$ cat src/rtl/icache_refill_ctrl_pkg.sv
// Shared fetch definitions for the I-cache refill path: state encoding, beat geometry, watchdog limit.
// Supplies fallback values for the global SIZE_PC / CACHE_WIDTH defines when the build does not provide them.
`ifndef SIZE_PC
`define SIZE_PC 32
`endif
`ifndef CACHE_WIDTH
`define CACHE_WIDTH 256
`endif

package icache_refill_ctrl_pkg;

  typedef enum logic [2:0] {
    IDLE  = 3'd0,
    REQ   = 3'd1,
    FILL  = 3'd2,
    WRITE = 3'd3,
    DRAIN = 3'd4
  } refill_state_t;

  localparam int unsigned REFILL_BEAT_WIDTH   = 64;
  localparam int unsigned REFILL_NUM_BEATS    = `CACHE_WIDTH / REFILL_BEAT_WIDTH;
  localparam int unsigned REFILL_OFFSET_BITS  = $clog2(`CACHE_WIDTH / 8);
  localparam logic [9:0]  REFILL_TIMEOUT_LIMIT = 10'd1023;

endpackage

$ cat src/rtl/refill_beat_buffer.sv
// Beat assembler: a modulo-NUM_BEATS slot counter plus the block register each beat is written into.
// Beat 0 lands in the least-significant slot; the counter is held at zero while i_clr is high.
module refill_beat_buffer #(
  parameter int BEAT_WIDTH = 64,
  parameter int NUM_BEATS  = 4
) (
  input  logic                            clk,
  input  logic                            reset,
  input  logic                            i_clr,
  input  logic                            i_beat_vld,
  input  logic                            i_keep,
  input  logic [BEAT_WIDTH-1:0]           i_beat_dat,
  output logic                            o_last,
  output logic [BEAT_WIDTH*NUM_BEATS-1:0] o_block
);

  localparam int CW = (NUM_BEATS > 1) ? $clog2(NUM_BEATS) : 1;

  logic [CW-1:0]                   r_cnt;
  logic [BEAT_WIDTH*NUM_BEATS-1:0] r_block;

  assign o_last  = (r_cnt == CW'(NUM_BEATS - 1));
  assign o_block = r_block;

  always_ff @(posedge clk or negedge reset) begin
    if (!reset) begin
      r_cnt   <= '0;
      r_block <= '0;
    end else if (i_clr) begin
      r_cnt <= '0;
    end else if (i_beat_vld) begin
      r_cnt <= o_last ? '0 : r_cnt + 1'b1;
      // Drained beats still advance the counter but never touch the block.
      if (i_keep) begin
        for (int i = 0; i < NUM_BEATS; i++) begin
          if (r_cnt == CW'(i)) r_block[i*BEAT_WIDTH +: BEAT_WIDTH] <= i_beat_dat;
        end
      end
    end
  end

endmodule

$ cat src/rtl/icache_refill_ctrl.sv
// I-cache refill controller: one block-aligned request per miss, beats assembled, single-cycle cache write.
// Optional refill watchdog is compiled in when REFILL_TIMEOUT_EN is defined.
module icache_refill_ctrl
  import icache_refill_ctrl_pkg::*;
#(
  parameter int BEAT_WIDTH = REFILL_BEAT_WIDTH,
  parameter int NUM_BEATS  = `CACHE_WIDTH / BEAT_WIDTH
) (
  input  logic                    clk,
  input  logic                    reset,
  input  logic                    miss_i,
  input  logic [`SIZE_PC-1:0]     missAddr_i,
  input  logic                    cancel_i,
  output logic                    memReqValid_o,
  input  logic                    memReqReady_i,
  output logic [`SIZE_PC-1:0]     memReqAddr_o,
  input  logic                    memRspValid_i,
  input  logic [BEAT_WIDTH-1:0]   memRspData_i,
  output logic                    wrEnable_o,
  output logic [`SIZE_PC-1:0]     wrAddr_o,
  output logic [`CACHE_WIDTH-1:0] instBlock_o,
  output logic                    busy_o,
  output logic                    timeout_o
);

  localparam int unsigned PC_W = `SIZE_PC;
  localparam logic [PC_W-1:0] OFFSET_MASK = PC_W'((1 << REFILL_OFFSET_BITS) - 1);

  refill_state_t r_state;
  refill_state_t w_nxt;
  logic [PC_W-1:0] r_addr;
  logic            r_req_vld;
  logic            r_wr_en;
  logic            w_beat;
  logic            w_last;
  logic            w_tmo_hit;
  logic [BEAT_WIDTH*NUM_BEATS-1:0] w_block;

  assign w_beat = memRspValid_i && ((r_state == FILL) || (r_state == DRAIN));

  refill_beat_buffer #(
    .BEAT_WIDTH (BEAT_WIDTH),
    .NUM_BEATS  (NUM_BEATS)
  ) u_beat_buf (
    .clk        (clk),
    .reset      (reset),
    .i_clr      (r_state == IDLE),
    .i_beat_vld (w_beat),
    .i_keep     (r_state == FILL),
    .i_beat_dat (memRspData_i),
    .o_last     (w_last),
    .o_block    (w_block)
  );

  always_comb begin
    w_nxt = r_state;
    case (r_state)
      IDLE:  if (miss_i && !cancel_i) w_nxt = REQ;
      REQ: begin
        if (memReqReady_i)  w_nxt = cancel_i ? DRAIN : FILL;
        else if (cancel_i)  w_nxt = IDLE;
      end
      // A cancel on the final beat has nothing left to drain.
      FILL: begin
        if (w_beat && w_last) w_nxt = cancel_i ? IDLE : WRITE;
        else if (cancel_i)    w_nxt = DRAIN;
      end
      WRITE: w_nxt = IDLE;
      DRAIN: if (w_beat && w_last) w_nxt = IDLE;
      default: w_nxt = IDLE;
    endcase
    if (w_tmo_hit) w_nxt = IDLE;
  end

  always_ff @(posedge clk or negedge reset) begin
    if (!reset) begin
      r_state   <= IDLE;
      r_addr    <= '0;
      r_req_vld <= 1'b0;
      r_wr_en   <= 1'b0;
    end else begin
      r_state   <= w_nxt;
      r_req_vld <= (w_nxt == REQ);
      r_wr_en   <= (w_nxt == WRITE);
      if ((r_state == IDLE) && (w_nxt == REQ)) r_addr <= missAddr_i & ~OFFSET_MASK;
    end
  end

`ifdef REFILL_TIMEOUT_EN
  logic [9:0] r_tmo_cnt;
  logic       r_timeout;

  assign w_tmo_hit = (r_tmo_cnt == REFILL_TIMEOUT_LIMIT);
  assign timeout_o = r_timeout;

  always_ff @(posedge clk or negedge reset) begin
    if (!reset) begin
      r_tmo_cnt <= '0;
      r_timeout <= 1'b0;
    end else begin
      if (w_tmo_hit) r_timeout <= 1'b1;
      if ((w_nxt != r_state) || w_beat)
        r_tmo_cnt <= '0;
      else if ((r_state == REQ) || (r_state == FILL) || (r_state == DRAIN))
        r_tmo_cnt <= r_tmo_cnt + 10'd1;
    end
  end
`else
  assign w_tmo_hit = 1'b0;
  assign timeout_o = 1'b0;
`endif

  assign memReqValid_o = r_req_vld;
  assign memReqAddr_o  = r_addr;
  assign wrEnable_o    = r_wr_en;
  assign wrAddr_o      = r_addr;
  assign instBlock_o   = w_block;
  assign busy_o        = (r_state != IDLE);

endmodule

$ cat config.mk
export PLATFORM = sky130hd
export DESIGN_NAME = icache_refill_ctrl
export DESIGN_NICKNAME = d
export VERILOG_FILES = /design/src/rtl/icache_refill_ctrl_pkg.sv /design/src/rtl/refill_beat_buffer.sv /design/src/rtl/icache_refill_ctrl.sv
export SDC_FILE = /design/constraint.sdc
export NUM_CORES = 1
export LEC_CHECK = 0
export ABC_AREA = 1
export BUFFER_PORTS_ARGS = -buffer_cell sky130_fd_sc_hd__buf_2
export CORE_AREA = 2 2 165 167
export DETAILED_ROUTE_END_ITERATION = 7
export DIE_AREA = 0 0 167 169
export HOLD_SLACK_MARGIN = 0.06
export PLACE_DENSITY = 0.81
export SKIP_LAST_GASP = 1
export SLEW_MARGIN = 20
export SYNTH_ARGS = -nofsm -noshare
export SYNTH_HDL_FRONTEND = slang
export SYNTH_SLANG_ARGS = --single-unit
$ cat constraint.sdc
create_clock -name clk -period 1.6 [get_ports clk]
set_input_delay 0.08 -clock clk [delete_from_list [all_inputs] [get_ports clk]]
set_output_delay 0.08 -clock clk [all_outputs]
set_load 0.02 [all_outputs]
==> flow_metrics.tcl <==
set metrics [dict create \
    synthCells 1093 \
    grt.overflow.total 0 \
    min_to "memReqValid_o" \
    regArea_um2 7257 \
    max_freq_mhz 627.0 \
    die-area_um2 28220 \
    grt_pass1_wl_um 50160 \
    setup_viol 0 \
    hold_violations 0 \
    clk_pin_slew_worst_paths_ps 60 \
    power_density_nw_per_um2 1447 \
    critPathRequiredTime_ps 2020 \
    cap_viol_max_count 0 \
    cts_sinks 290 \
    total_leakage_power_nw 8.733 \
    synth_cell_types 21 \
    hp-start "miss_i" \
    hp-class "in2reg" \
    pwr-share-seq_pct 41.5 \
    skew_ps 22.03 \
    cts_buffers 29 \
    area_growth_pct 35.06 \
    wl_um 34150 \
    layout_commonest_cell "buf_2" \
    coreArea_um2 26500 \
    io_pins 426 \
    yosysSeqAreaShare_pct 62.59 \
    worstPathMaxFanout 46 \
    r2r-start "r_state[0]" \
    h-tree-depth 1 \
    drt-initial-drc-count 802 \
    combPwrFrac_pct 27.1 \
    cp.arrival_ps 2020 \
    antenna_found_initial 0 \
    crit_type "reg2reg" \
    avgSynthCellArea_um2 10.61 \
    synthSimpleGateAreaFrac_pct 10.92 \
    synth.mux.area_fraction_pct 0 \
    n_antenna_cell 0 \
    die_w_um 167 \
    clk_latency_ps 550 \
    layout.cells.non_filler 1933 \
    multiInputGateArea_um2 3119 \
    dp_hpwl_um 20130 \
    nets 1675 \
    netlist_area_um2 11590 \
    initial_core_util_pct 43.75 \
    final_cell_mix "buf_2, nand2_1, dfrtp_1, o21ai_1, inv_1" \
    fin_util_pct 59.09 \
    die_h_um 169 \
    ir_drop_mv 1.229 \
    synth_compound_area_share_pct 14.98 \
    cts_buffer_depth 3 \
    place.gp.congestion 0.8328 \
    placed_area_um2 13500 \
    r2r_slack_ps 5 \
    grtUsageTotal_pct 22.01 \
    cell_internal_pwr_mw 14.82 \
    io_buffers 409 \
    status "finished clean" \
    wl_per_cell_um 17.67 \
    worst_setup_path_end_kind "flop" \
    rr_endpoint "u_beat_buf.o_block[162]" \
    pwr-share-clk_pct 31.4 \
    drtAntennaViolNets 0 \
    power_mw 22.66 \
    synth_top_family_by_area "compound AO/OA/AOI/OAI gates" \
    root_buffer "clkbuf_16" \
    drt-pass1-iter-count 5 \
    rows 60 \
    synth_fa_ha_area_share_pct 0.4316 \
    yosysWarningCount 0 \
    viasPerCell 5.032 \
    min_period_ps 1595 \
    period_share_pct 99.69 \
    slew_viol_final 0 \
    critPathLaunchType "flop" \
    ys_ff_latch 290 \
    drc 0 \
    r2r_cells 7 \
    min_path_cells 4 \
    nFillCells 2078 \
    final_area_um2 15660 \
    grt_max_degree 83 \
    first_global_vias 9517 \
    vias 9727 \
    dp_cells 1774 \
    drive_gt1_share_pct 36.62 \
    cts_tree "yes" \
    holdWs_ps 207.3 \
    switchingPower_mw 7.837 \
    rsz0062_at_grt "yes" \
    synth_xor_area_share_pct 0 \
    swShare_pct 34.59 \
]
## power groups by stage
stage               clock, mW  sequential, mW  combinational, mW
floorplan                   0            10.9               2.46
global placement            0            9.40               5.78
detailed placement          0            9.44               5.90
CTS                      7.18            9.36               6.09
global route             7.49            9.54               6.58
finish                   7.10            9.41               6.15
## sequential cells by signal (all words and copies together), names as in the netlist
signal and count:
memReqAddr_o 27, memReqValid_o 1, r_state 3, u_beat_buf.o_block 256
u_beat_buf.r_cnt 2, wrEnable_o 1
## per-stage QoR
stage | setup TNS, ps | setup slack (ps)
2_1_floorplan | 0 | 261.4
3_3_place_gp | 0 | 146.3
3_5_place_dp | 0 | 93.69
4_1_cts | 0 | 47.52
5_1_grt | -829.7 | -63.13
6_report | 0 | 4.977
## routing by layer
| layer | track usage [%] | routed length [µm] |
|---|---|---|
| met1 | 25.91 | 12700 |
| met4 | 10.34 | 1425 |
| met5 | 0 | 0 |
| met2 | 38.93 | 17420 |
| met3 | 4.255 | 2608 |
## cells by family (layout without fill, tap and decap cells)
| logic type | Yosys count | count (layout) |
|---|---|---|
| other | 1 | 11 |
| and+or+nand+nor | 315 | 316 |
| AOI/OAI and AO/OA | 284 | 284 |
| buffers and inverters | 199 | 687 |
| DFF | 290 | 290 |
| adders and majority gates | 4 | 4 |
## critical path, cell delays in order (launching register included)
cell and delay [ps]:
dfrtp_1 390, inv_1 140, nand3_4 130, nor2_8 230
nand2_4 140, buf_12 200, nand2_1 140, o21ai_2 80
## cell usage after synthesis
cell        n  share of area, %
buf_2       4              0.17
buf_4      39               2.5
buf_6      51               5.0
clkbuf_1    5              0.16
conb_1      1             0.032
dfrtp_1   290                63
ha_1        4              0.43
inv_1      98               3.2
inv_2       2             0.065
nand2_1   295               9.5
nand2_4     4              0.39
nand3_1     6              0.26
nand3_4     1              0.15
nand4_1     2              0.11
nand4_2     1              0.11
nor2_1      3             0.097
nor2_8      1              0.17
nor3_1      2             0.086
o21ai_0    28               1.2
o21ai_1   172               7.4
o21ai_2    84               6.3
## final cells by class
| type | instances | share of cell area (%) |
|---|---|---|
| Sequential cell | 290 | 46.34 |
| Timing Repair Buffer | 533 | 22.15 |
| Multi-Input combinational cell | 615 | 19.92 |
| Clock buffer | 40 | 5.409 |
| Tap cell | 341 | 2.725 |
| Inverter | 100 | 2.397 |
| Clock inverter | 14 | 1.063 |
## worst max-delay path by stage
stage          startpoint                      end  slack [ps]  depth (start not counted)
2_1_floorplan  r_state[0]  u_beat_buf.o_block[108]         260                          8
3_3_place_gp   r_state[0]  u_beat_buf.o_block[210]         150                          7
3_5_place_dp   r_state[2]  u_beat_buf.o_block[205]          90                          7
4_1_cts        r_state[0]  u_beat_buf.o_block[205]          50                          7
5_1_grt        r_state[1]               r_state[1]         -60                          4
6_report       r_state[0]  u_beat_buf.o_block[162]           5                          7
## timing repair
action,CTS,global route
cloned,0,5
resized for setup,1,6
hold endpoints to repair,580,0
endpoints found under the setup margin,1,51
hold buffers,97,0
pin swaps,0,1
buffers inserted,0,3
No activity file was read; power rests on OpenSTA's default activity.
